$ cat config.mk
export PLATFORM = sky130hd
export DESIGN_NAME = flt_to_int_seq
export DESIGN_NICKNAME = d
export VERILOG_FILES = /design/src/rtl/flt_to_int_seq.sv
export SDC_FILE = /design/constraint.sdc
export NUM_CORES = 1
export LEC_CHECK = 0
export CORE_MARGIN = 2
export CORE_UTILIZATION = 56
export DETAILED_ROUTE_END_ITERATION = 8
export HOLD_SLACK_MARGIN = 0.03
export PLACE_DENSITY = 0.79
export SYNTH_ARGS = -nofsm -noshare
export SYNTH_HDL_FRONTEND = slang
export SYNTH_SLANG_ARGS = --single-unit
$ cat constraint.sdc
create_clock -name clk_i -period 4.4 [get_ports clk_i]
set_input_delay 1.1 -clock clk_i [delete_from_list [all_inputs] [get_ports clk_i]]
set_output_delay 1.1 -clock clk_i [all_outputs]
set_load 0.02 [all_outputs]
$ cat src/rtl/flt_to_int_seq.sv
// Multi-cycle float -> saturating two's-complement integer converter.
// Alignment is done by a serial shifter, one bit position per clock.
module flt_to_int_seq #(
  parameter int unsigned EXP_W = 5,
  parameter int unsigned MAN_W = 10,
  parameter int unsigned INT_W = 16,
  parameter int          BIAS  = 15
) (
  input  logic                   clk_i,
  input  logic                   reset_i,
  input  logic                   in_valid_i,
  output logic                   in_ready_o,
  input  logic [EXP_W+MAN_W:0]   flt_i,
  input  logic                   rmode_i,
  output logic                   out_valid_o,
  input  logic                   out_ready_i,
  output logic [INT_W-1:0]       int_o,
  output logic                   ovf_o,
  output logic                   inexact_o,
  output logic                   invalid_o,
  output logic                   done_o
);

  localparam int unsigned W_A = EXP_W;
  localparam int unsigned W_B = $clog2(MAN_W + 3);
  localparam int unsigned W_C = $clog2(INT_W);
  localparam int unsigned W_AB = (W_A > W_B) ? W_A : W_B;
  localparam int unsigned EW = ((W_AB > W_C) ? W_AB : W_C) + 2;

  localparam logic signed [EW-1:0] E_BIAS = EW'(BIAS);
  localparam logic signed [EW-1:0] E_SUB  = EW'(1 - BIAS);
  localparam logic signed [EW-1:0] E_MAN  = EW'(MAN_W);
  localparam logic signed [EW-1:0] E_MAX  = EW'(INT_W - 2);
  localparam logic signed [EW-1:0] E_RCAP = EW'(MAN_W + 2);
  localparam logic [INT_W:0]       MAG_LIM = (INT_W+1)'(1) << (INT_W - 1);
  localparam logic [INT_W-1:0]     SAT_POS = {1'b0, {(INT_W-1){1'b1}}};

  typedef enum logic [1:0] {IDLE, SHIFT, ROUND, HOLD} state_t;
  state_t state, state_nxt;

  logic                 sign_q, rmode_q, left_q, sat_q, nan_q;
  logic                 guard_q, sticky_q;
  logic [EW-1:0]        k_q;
  logic [INT_W-1:0]     mag_q, int_q;
  logic                 out_valid_q, ovf_q, inexact_q, invalid_q, done_q;

  logic                 f_sign;
  logic [EXP_W-1:0]     f_exp;
  logic [MAN_W-1:0]     f_man;
  logic signed [EW-1:0] f_e, r_dist;
  logic [EW-1:0]        acc_k;
  logic                 acc_left, acc_sat, acc_nan, acc_zero;
  logic [INT_W-1:0]     acc_mag;

  // Operand decode: shift direction/count and special-operand classification.
  always_comb begin
    f_sign   = flt_i[EXP_W+MAN_W];
    f_exp    = flt_i[EXP_W+MAN_W-1 -: EXP_W];
    f_man    = flt_i[MAN_W-1:0];
    f_e      = (f_exp == '0) ? E_SUB : (signed'(EW'(f_exp)) - E_BIAS);
    r_dist   = E_MAN - f_e;
    acc_left = (f_e >= E_MAN);
    acc_mag  = INT_W'({(f_exp != '0), f_man});
    acc_k    = '0;
    acc_sat  = 1'b0;
    acc_nan  = 1'b0;
    acc_zero = 1'b0;
    if (f_exp == '1) begin
      if (f_man == '0) acc_sat = 1'b1;
      else             acc_nan = 1'b1;
    end else if ((f_exp == '0) && (f_man == '0)) begin
      acc_zero = 1'b1;
    end else if (f_e > E_MAX) begin
      acc_sat = 1'b1;
    end else if (acc_left) begin
      acc_k = unsigned'(f_e - E_MAN);
    end else if (r_dist > E_RCAP) begin
      acc_k = unsigned'(E_RCAP);
    end else begin
      acc_k = unsigned'(r_dist);
    end
  end

  logic             rnd_inc, rnd_ovf, rnd_inexact;
  logic [INT_W:0]   rnd_mag;
  logic [INT_W-1:0] rnd_int;

  always_comb begin
    rnd_inc     = rmode_q & guard_q & (sticky_q | mag_q[0]);
    rnd_mag     = {1'b0, mag_q} + (INT_W+1)'(rnd_inc);
    rnd_ovf     = 1'b0;
    rnd_inexact = 1'b0;
    rnd_int     = '0;
    if (!nan_q) begin
      rnd_inexact = guard_q | sticky_q;
      rnd_ovf     = sat_q | (rnd_mag >= MAG_LIM);
      if (rnd_ovf) rnd_int = sign_q ? ('0 - SAT_POS) : SAT_POS;
      else         rnd_int = sign_q ? ('0 - rnd_mag[INT_W-1:0]) : rnd_mag[INT_W-1:0];
    end
  end

  always_ff @(posedge clk_i or negedge reset_i) begin
    if (!reset_i) state <= IDLE;
    else          state <= state_nxt;
  end

  always_comb begin
    state_nxt = state;
    unique case (state)
      IDLE:    if (in_valid_i) state_nxt = (acc_k != '0) ? SHIFT : ROUND;
      SHIFT:   if (k_q == EW'(1)) state_nxt = ROUND;
      ROUND:   state_nxt = HOLD;
      HOLD:    if (out_ready_i) state_nxt = IDLE;
      default: state_nxt = IDLE;
    endcase
  end

  always_ff @(posedge clk_i or negedge reset_i) begin
    if (!reset_i) begin
      sign_q      <= 1'b0;
      rmode_q     <= 1'b0;
      left_q      <= 1'b0;
      sat_q       <= 1'b0;
      nan_q       <= 1'b0;
      guard_q     <= 1'b0;
      sticky_q    <= 1'b0;
      k_q         <= '0;
      mag_q       <= '0;
      int_q       <= '0;
      out_valid_q <= 1'b0;
      ovf_q       <= 1'b0;
      inexact_q   <= 1'b0;
      invalid_q   <= 1'b0;
      done_q      <= 1'b0;
    end else begin
      done_q <= 1'b0;
      unique case (state)
        IDLE: if (in_valid_i) begin
          sign_q    <= f_sign;
          rmode_q   <= rmode_i;
          left_q    <= acc_left;
          sat_q     <= acc_sat;
          nan_q     <= acc_nan;
          k_q       <= acc_k;
          mag_q     <= (acc_sat | acc_nan | acc_zero) ? '0 : acc_mag;
          guard_q   <= 1'b0;
          sticky_q  <= 1'b0;
          ovf_q     <= 1'b0;
          inexact_q <= 1'b0;
          invalid_q <= 1'b0;
        end
        SHIFT: begin
          k_q <= k_q - EW'(1);
          if (left_q) begin
            mag_q <= mag_q << 1;
          end else begin
            // Previous guard ages into sticky; the bit leaving now becomes guard.
            mag_q    <= mag_q >> 1;
            guard_q  <= mag_q[0];
            sticky_q <= sticky_q | guard_q;
          end
        end
        ROUND: begin
          int_q       <= rnd_int;
          ovf_q       <= rnd_ovf;
          inexact_q   <= rnd_inexact;
          invalid_q   <= nan_q;
          out_valid_q <= 1'b1;
        end
        HOLD: if (out_ready_i) begin
          out_valid_q <= 1'b0;
          done_q      <= 1'b1;
        end
        default: ;
      endcase
    end
  end

  assign in_ready_o  = (state == IDLE);
  assign out_valid_o = out_valid_q;
  assign int_o       = int_q;
  assign ovf_o       = ovf_q;
  assign inexact_o   = inexact_q;
  assign invalid_o   = invalid_q;
  assign done_o      = done_q;

endmodule

; ---- Word level (Yosys, flattened, before mapping)
; Cells that the tools add are included.
[word_totals]
ff_bits = 53
[op_classes]
addsub = 6
n_lt_le_gt_ge = 4
n_eq_ne = 9
muxes = 43
n_bitwise = 7
reduce_logical = 15
[op_table]
columns = operator, n
row1 = 2-to-1 mux 16 bit, 6
row2 = 2-to-1 mux 7 bit, 7
row3 = one-hot mux 16 bit (2 select lines), 1
row4 = adder 16 x 1 -> 17 bit, 1
row5 = ">= comparator 17 x 16 -> 1 bit, second input constant", 1
row6 = 2-to-1 mux 1 bit, 16
row7 = "subtractor 1 x 16 -> 16 bit, first input constant", 1
row8 = "greater-than comparator 7 x 5 -> 1 bit, second input constant", 2
row9 = one-hot mux 7 bit (2 select lines), 1
row10 = one-hot mux 1 bit (2 select lines), 6
row11 = 2-to-1 mux 11 bit, 1
row12 = logical NOT 10 bit, 1
row13 = 2-to-1 mux 2 bit, 4
row14 = "inequality test 2 bit, second input constant", 4
row15 = one-hot mux 2 bit (4 select lines), 1
row16 = AND reduction 2 bit, 4
row17 = "equality test 7 x 1 -> 1 bit, second input constant", 1
row18 = ">= comparator 7 x 5 -> 1 bit, second input constant", 1
row19 = nonzero test 7 bit, 1
row20 = "subtractor 5 x 7 -> 7 bit, first input constant", 1
row21 = "subtractor 7 x 1 -> 7 bit, second input constant", 1
row22 = "subtractor 7 x 5 -> 7 bit, second input constant", 1
row23 = AND reduction 3 bit, 2
row24 = nonzero test 2 bit, 3
row25 = 10 further kinds, 16

; ---- Depth between registers and ports, before layout
; Gate-level depths: netlist of the first run.
[depth]
depth_word = 13
depth_mapped = 15

; ---- Worst setup path after synthesis of the first run
; OpenSTA, ideal clock, no wires.
[synth_path]
path_type = input to register
from = input flt_i[10]
to = register state[1]
setup_ps = 126
arrival_ps = 4095
required_ps = 4274
setup_slack_ps = 179
cell_stages = 15
n_path_buf = 1
path_cell_list = inv_1 ha_1 or4b_4 buf_6 nand2_1 inv_1 ha_1 inv_1 a21oi_1 o41ai_1 a222oi_1 a311oi_1 a211o_1 a211oi_2 a311o_1
[synth_via]
elab_chain_len = 13
[synth_lines]
columns = element, line_no
row1 = "start, declared", 13  ; input logic [EXP_W+MAN_W:0] flt_i,
row2 = subtractor 5 x 4 -> 6 bit / logical NOT 5 bit (equally long branches), "60, 71"
row3 = 2-to-1 mux 7 bit, 60  ; f_e = (f_exp == '0) ? E_SUB : (signed'(EW'(f_exp)) - E_BIAS);
row4 = subtractor 5 x 7 -> 7 bit, 61  ; r_dist = E_MAN - f_e;
row5 = greater-than comparator 7 x 5 -> 1 bit, 77  ; end else if (r_dist > E_RCAP) begin
row6 = 2-to-1 mux 7 bit, 77
row7 = 2-to-1 mux 7 bit, 75  ; end else if (acc_left) begin
row8 = 2-to-1 mux 7 bit, 73  ; end else if (f_e > E_MAX) begin
row9 = 2-to-1 mux 7 bit, 71  ; end else if ((f_exp == '0) && (f_man == '0)) begin
row10 = 2-to-1 mux 7 bit (*), 68  ; if (f_exp == '1) begin
row11 = nonzero test 7 bit (*), 110  ; IDLE: if (in_valid_i) state_nxt = (acc_k != '0) ? SHIFT : ROUND;
row12 = 2-to-1 mux 2 bit (*) (2 in a row), 110
row13 = one-hot mux 2 bit (4 select lines) (*), 109  ; unique case (state)
row14 = "end signal, assigned", 104  ; else state <= state_nxt;
row15 = "end, declared", 39  ; state_t state, state_nxt;
; Every way passes the cells marked *; elsewhere a longest branch is shown, timed or not. The select of a mux whose other input is x is not followed.
; A chain may end at the register's enable or synchronous reset.

; ---- Final worst setup path of the first run
; Ends and elaborated chain as after synthesis.

==> metrics.csv, run 1 <==
stage;metric;value;unit
status;outcome;finished clean;
placement;io_buffers;42;
synth;avgSynthCellArea;8.09;sq um
clocking;root_buffer;clkbuf_8;
grt;grt_pass1_vias;4035;
sta;fin_tns_setup;0;ns
cells_and_area;drive_gt1_share;14.0;%
synth;yosysMostFrequentCell;nor2_1;
floorplanning;initial_core_util;57.8;%
worst_setup_path;endpoint_kind;register;
worst_setup_path;critPathLaunchType;input port;
sta;skew;0.0144;ns
drt;drt-pass1-iter-count;5;
grt;grt_max_degree;32;
floorplanning;core_area;0.00721;sq mm
floorplanning;die_x;90.3;microns
sta;grt_setup_unrepaired;false;
synth;syn-num-nets;554;
pwr;p_per_area;609;mW/mm^2
pwr;switching_share;47.9;%
placement;dp_hpwl;8870;microns
drt;drc;0;
hold_path;hold-path-endpoint;int_o[5];
cells_and_area;nNetsFinal;610;
worst_setup_path;rr_endpoint;int_o[13];
sta;finalCritPeriodShare;95.5;%
pwr;p_leak;0.00208;uW
sta;hold_viol_final;0;
drt;drt-total-wl;11600;microns
floorplanning;die_y;90.3;microns
floorplanning;die_area;0.00815;sq mm
placement;preCtsSetupSlack;-0.146;ns
clocking;clk_pin_slew;0.10;ns
synth;synth_top_area_share;31.8;%
cells_and_area;antenna_cells;0;
synth;synthesis.area;0.00417;sq mm
pwr;power.switching;1460;uW
cells_and_area;multi_input_area;0.00266;sq mm
synth;synth-edff-count;0;
sta;tightest_slew;0.768;ns
pwr;internal_power;1590;uW
worst_setup_path;timing.rr.start;mag_q[0];
pwr;vdd_drop_max;0.378;mV
synth;synth_common_cells;60 x nor2_1, 53 x dfrtp_1, 47 x nand2_1;
grt;antenna_found_initial;0;
synth;ys_seq_elements;53;
grt;met3_usage;4.42;%
grt;grt.total_usage;29.2;%
grt;grtUsageMet1;36.4;%
synth;synthCells;515;
synth;synth.area.top_cells;dfrtp_1 32%, ha_1 5.4%, nor2_1 5.4%;
synth;yosysWarnings;0;
drt;drt_iter0_drc;286;
cells_and_area;nFillCells;610;
hold_path;hold_class;reg -> reg;
synth;seq_area_frac_synth;31.8;%
pwr;p_clk_share;9.6;%
pwr;seq_power_share;32.4;%
hold_path;hp-start;int_o[5];
worst_setup_path;required;4.65;ns
clocking;tritoncts;done;
worst_setup_path;reg2reg_slack;1.00;ns
synth;synthFlopType;dfrtp_1;
sta;max_clock_freq;0.238;GHz
drt;avgViaCountPerCell;6.17;
worst_setup_path;critPathMaxFanout;6;
grt;grt_most_used_layer;met2;
sta;fin_crit;4.20;ns
sta;setup_viol;0;
sta;drv_slew;0;
pwr;power_frac_comb;57.9;%
sta;maxSlewHeadroom;48.8;%
clocking;cts_max_path_buffers;2;
synth;async_flop_share;100;%
pwr;power.total;3050;uW
worst_setup_path;crit_type;in -> reg;
drt;ant_nets;0;
floorplanning;rows;31;
grt;grt_overflow;0;
synth;yosysTopAreaCell;dfrtp_1;
hold_path;min_path_cells;1;
worst_setup_path;rr_worst_depth;11;
worst_setup_path;cp_data_arrival_time;4.46;ns
grt;grtUsageMet2;50.3;%
clocking;holdBufCountCts;0;
cells_and_area;seqCellArea;0.00133;sq mm
clocking;htreeDepth;2;
drt;route.detailed.wl_per_inst;17.3;microns
synth;yosysUniqueCellTypes;64;
drt;via_count;4134;
clocking;clock_latency;0.32;ns
floorplanning;num_io_pins;43;
clocking;cts-buffers-inserted;5;
placement;gp_congestion;0.914;
sta;setup_ws;0.197;ns
cells_and_area;area_growth;20.1;%
job;cap_violations;0;
clocking;clock-sinks;53;
grt;grt_pass1_wl;19400;microns
how the worst max path moves through the flow:
| stage | from | endpoint | slack [ns] | cells past startpoint |
|---|---|---|---|---|
| 2_1_floorplan | flt_i[10] | state[1] | 0.18 | 15 |
| 3_3_place_gp | flt_i[10] | state[0] | -0.05 | 16 |
| 3_5_place_dp | flt_i[10] | state[0] | -0.15 | 16 |
| 4_1_cts | flt_i[10] | state[1] | 0.18 | 16 |
| 5_1_grt | flt_i[10] | state[1] | 0.01 | 16 |
| 6_report | flt_i[10] | state[1] | 0.20 | 16 |
kinds of logic after synthesis:
kind of cell | count (synthesis) | synth area share, %
multiplexers | 26 | 6.63
flip-flops | 53 | 31.8
AO/OA/AOI/OAI | 143 | 23.5
XOR/XNOR | 19 | 3.99
AND/OR/NAND/NOR | 196 | 22.7
buffers and inverters | 59 | 5.70
adder cells (fa/ha/maj) | 19 | 5.64
repair_timing:
item                                    CTS  global route
endpoints found under the setup margin    0             3
resized for setup                         0            13
setup buffers                             0             1
hold endpoints to repair                  0             0
flip-flops by register name (all words and copies together) (netlist names):
signal,flops
ovf_o,1
state,2
nan_q,1
left_q,1
sticky_q,1
k_q,7
sat_q,1
int_o,16
guard_q,1
done_o,1
out_valid_o,1
invalid_o,1
inexact_o,1
mag_q,16
sign_q,1
rmode_q,1
through the flow:
step                      cells  area, sq um  hold slack (ns)  utilization, %
after detailed placement    662         4860            0.472            67.3
final                       670         5010            0.495            69.4
after global routing        670         5010            0.519            69.4
after global placement      662         4860            0.461            67.3
after CTS                   669         4950            0.499            68.6
after floorplan             515         4170            0.449               -
metal layers:
| layer | vias to the layer above | part of all wire (%) |
|---|---|---|
| li1 | 1981 | - |
| met1 | 1973 | 42 |
| met2 | 148 | 49 |
| met3 | 32 | 5.3 |
| met4 | 0 | 3.7 |
| met5 | - | 0 |
cell type report:
cell class	count	area share, %
clock inverter	1	0.150
inverter	27	2.02
sequential	53	26.5
timing repair buffer	81	14.1
multi-input combinational	403	53.1
clock buffer	6	1.65
tap	99	2.47
critical path, cell delays in order:
cell             delay (ns)
clkdlybuf4s50_1        0.48
buf_4                  0.15
ha_2                   0.20
xor2_1                 0.18
and2_1                 0.17
inv_1                  0.06
buf_4                  0.13
ha_2                   0.21
nor2_1                 0.18
o41ai_2                0.08
buf_4                  0.14
a222oi_1               0.47
a311oi_2               0.18
a211o_1                0.30
a211oi_2               0.25
a311o_1                0.16
cell usage in the layout, fill, tap and decap left out, types with 3 or more instances in the layout:
master and n:
xor2_1 7, nand3_1 24, o21ai_0 36, mux2_2 13, nand4_1 6, a211oi_1 4
buf_4 39, nor4_1 3, inv_1 27, dfrtp_1 53, a21oi_1 30, o31ai_1 3
o2bb2ai_1 6, a32oi_1 4, nor2b_1 7, ha_2 3, a31oi_1 4, xnor2_1 12
a32o_1 3, and2_1 9, o22ai_1 4, a221o_1 4, a221oi_1 11, nor3_1 8
and3_1 8, ha_1 15, nand2_1 47, nand2b_1 4, clkdlybuf4s50_1 41, clkbuf_8 6
mux2i_1 12, a21o_1 4, nor2_1 58, o211ai_1 3, or3_1 4
power groups by stage:
stage	Clock, uW	Sequential (uW)	Combinational, uW
after floorplan	0	913	1220
after global placement	0	972	1690
after detailed placement	0	987	1740
after CTS	295	977	1740
after global routing	314	1020	1950
final	293	989	1770
No activity file was read; power rests on OpenSTA's default activity.
==> inputs of run 2 (changes only) <==
--- a/config.mk
+++ b/config.mk
@@ -6,10 +6,10 @@
 export NUM_CORES = 1
 export LEC_CHECK = 0
 export CORE_MARGIN = 2
-export CORE_UTILIZATION = 56
+export CORE_UTILIZATION = 55
 export DETAILED_ROUTE_END_ITERATION = 8
-export HOLD_SLACK_MARGIN = 0.03
-export PLACE_DENSITY = 0.79
+export HOLD_SLACK_MARGIN = 0.08
+export PLACE_DENSITY = 0.78
 export SYNTH_ARGS = -nofsm -noshare
 export SYNTH_HDL_FRONTEND = slang
 export SYNTH_SLANG_ARGS = --single-unit
==> metrics.csv, run 2 (synthesis results as in run 1) <==
stage;metric;value;unit
worst_setup_path;slowest_delay;0.47;ns
job;cap_violations;0;
grt;antenna_found_initial;0;
sta;finalCritPeriodShare;94.9;%
grt;grt.total_usage;28.5;%
clocking;tritoncts;done;
cells_and_area;nFillCells;634;
cells_and_area;multi_input_area;0.00262;sq mm
worst_setup_path;cpMaxStageDelayCell;clkdlybuf4s50_1;
sta;tightest_slew;0.762;ns
worst_setup_path;critical_path.top_delay_family;compound AO/OA/AOI/OAI gates;
drt;drc;0;
worst_setup_path;path_buf_inv;4;
sta;drv_slew;0;
pwr;p_per_area;621;mW/mm^2
worst_setup_path;critPathMaxFanout;6;
hold_path;hp-start;int_o[0];
floorplanning;num_io_pins;43;
worst_setup_path;endpoint_kind;register;
sta;setup_ws;0.224;ns
placement;preCtsSetupSlack;-0.0985;ns
worst_setup_path;critPathLaunchType;input port;
worst_setup_path;cp_data_arrival_time;4.45;ns
clocking;holdBufCountCts;0;
clocking;htreeDepth;2;
placement;dp_hpwl;8900;microns
floorplanning;initial_core_util;57.2;%
status;outcome;finished clean;
drt;via_count;4111;
worst_setup_path;cp_common_cell;buf_4;
worst_setup_path;required;4.67;ns
worst_setup_path;reg2reg_slack;1.10;ns
sta;hold_viol_final;0;
clocking;root_buffer;clkbuf_8;
drt;ant_nets;0;
placement;gp_congestion;0.924;
cells_and_area;layout_common_cells;60 x nor2_1, 53 x dfrtp_1, 47 x nand2_1;
cells_and_area;drive_gt1_share;12.6;%
clocking;clock-sinks;53;
cells_and_area;area_growth;19.9;%
clocking;clock_latency;0.32;ns
clocking;cts-buffers-inserted;5;
drt;route.detailed.wl_per_inst;17.3;microns
grt;grt_pass1_vias;3840;
worst_setup_path;crit_type;in -> reg;
worst_setup_path;rr_worst_depth;11;
worst_setup_path;rr_endpoint;int_o[13];
cells_and_area;final_common_cell;nor2_1;
pwr;vdd_drop_max;0.343;mV
pwr;power.total;3100;uW
pwr;p_leak;0.00210;uW
floorplanning;die_y;91.1;microns
cells_and_area;stdcell_count;672;
cells_and_area;nNetsFinal;611;
sta;skew;0.00880;ns
hold_path;hold-path-endpoint;int_o[0];
worst_setup_path;path_cells;clkdlybuf4s50_1 > buf_4 > ha_1 > nand4bb_1 > and2_1 > inv_1 > buf_4 > ha_2 > nor2_1 > a21oi_4 > nand4b_1 > a222oi_1 > a311oi_2 > a211o_1 > a211oi_2 > a311o_1;
floorplanning;rows;31;
grt;grt_pass1_wl;19200;microns
drt;drt-pass1-iter-count;5;
placement;place_inst;663;
sta;max_clock_freq;0.239;GHz
cells_and_area;seqCellArea;0.00133;sq mm
cells_and_area;antenna_cells;0;
grt;grt_overflow;0;
drt;avgViaCountPerCell;6.12;
sta;hold_ws;0.487;ns
grt;grt_max_degree;32;
floorplanning;die_area;0.00829;sq mm
drt;drt-total-wl;11600;microns
hold_path;hold_class;reg -> reg;
drt;drt_iter0_drc;266;
sta;maxSlewHeadroom;49.2;%
hold_path;min_path_cells;1;
clocking;cts_max_path_buffers;2;
placement;io_buffers;42;
floorplanning;die_x;91.1;microns
worst_setup_path;timing.rr.start;mag_q[0];
sta;fin_crit;4.18;ns
floorplanning;core_area;0.00729;sq mm
sta;setup_viol;0;
clocking;clk_pin_slew;0.11;ns
==> run 2: power by group <==
part           switching (uW)  total, uW  internal, uW
Combinational             984       1750           769
Sequential                297        987           690
Clock                     188        362           174
==> run 2: stage by stage <==
| stage | setup TNS (ns) | utilization, % | instance area, sq um |
|---|---|---|---|
| after floorplan | 0 | - | 4170 |
| after global placement | -0.142 | 66.7 | 4860 |
| after detailed placement | -0.255 | 66.7 | 4860 |
| after CTS | 0 | 68.3 | 4980 |
| after global routing | -0.0117 | 68.5 | 5000 |
| final | 0 | 68.5 | 5000 |
==> run 2: area by class of cell <==
type	count	area share [%]
Inverter	27	2.03
Clock inverter	3	0.951
Sequential cell	53	26.5
Clock buffer	5	1.38
Tap cell	99	2.48
Multi-Input combinational cell	403	52.3
Timing Repair Buffer	82	14.3
==> run 2: worst max path at each step <==
stage | startpoint | end | slack (ns) | depth (start not counted)
2_1_floorplan | flt_i[10] | state[1] | 0.18 | 15
3_3_place_gp | flt_i[10] | state[0] | -0.08 | 16
3_5_place_dp | flt_i[10] | state[1] | -0.1 | 16
4_1_cts | flt_i[10] | state[1] | 0.23 | 16
5_1_grt | flt_i[10] | state[0] | -0.01 | 16
6_report | flt_i[10] | state[1] | 0.22 | 16
==> run 2: layer usage <==
layer  vias up  wire length (microns)  GRT usage, %
met5         -                      0             0
met4         0                    327          9.34
met3        26                    616          2.57
met2       137                   5660          47.4
met1      1956                   5050          39.1
li1       1992                      -             -
==> run 2: repair_timing <==
item | in CTS | in global routing
gates resized for setup | 0 | 3
endpoints found under the setup margin | 0 | 2
setup buffers | 0 | 1
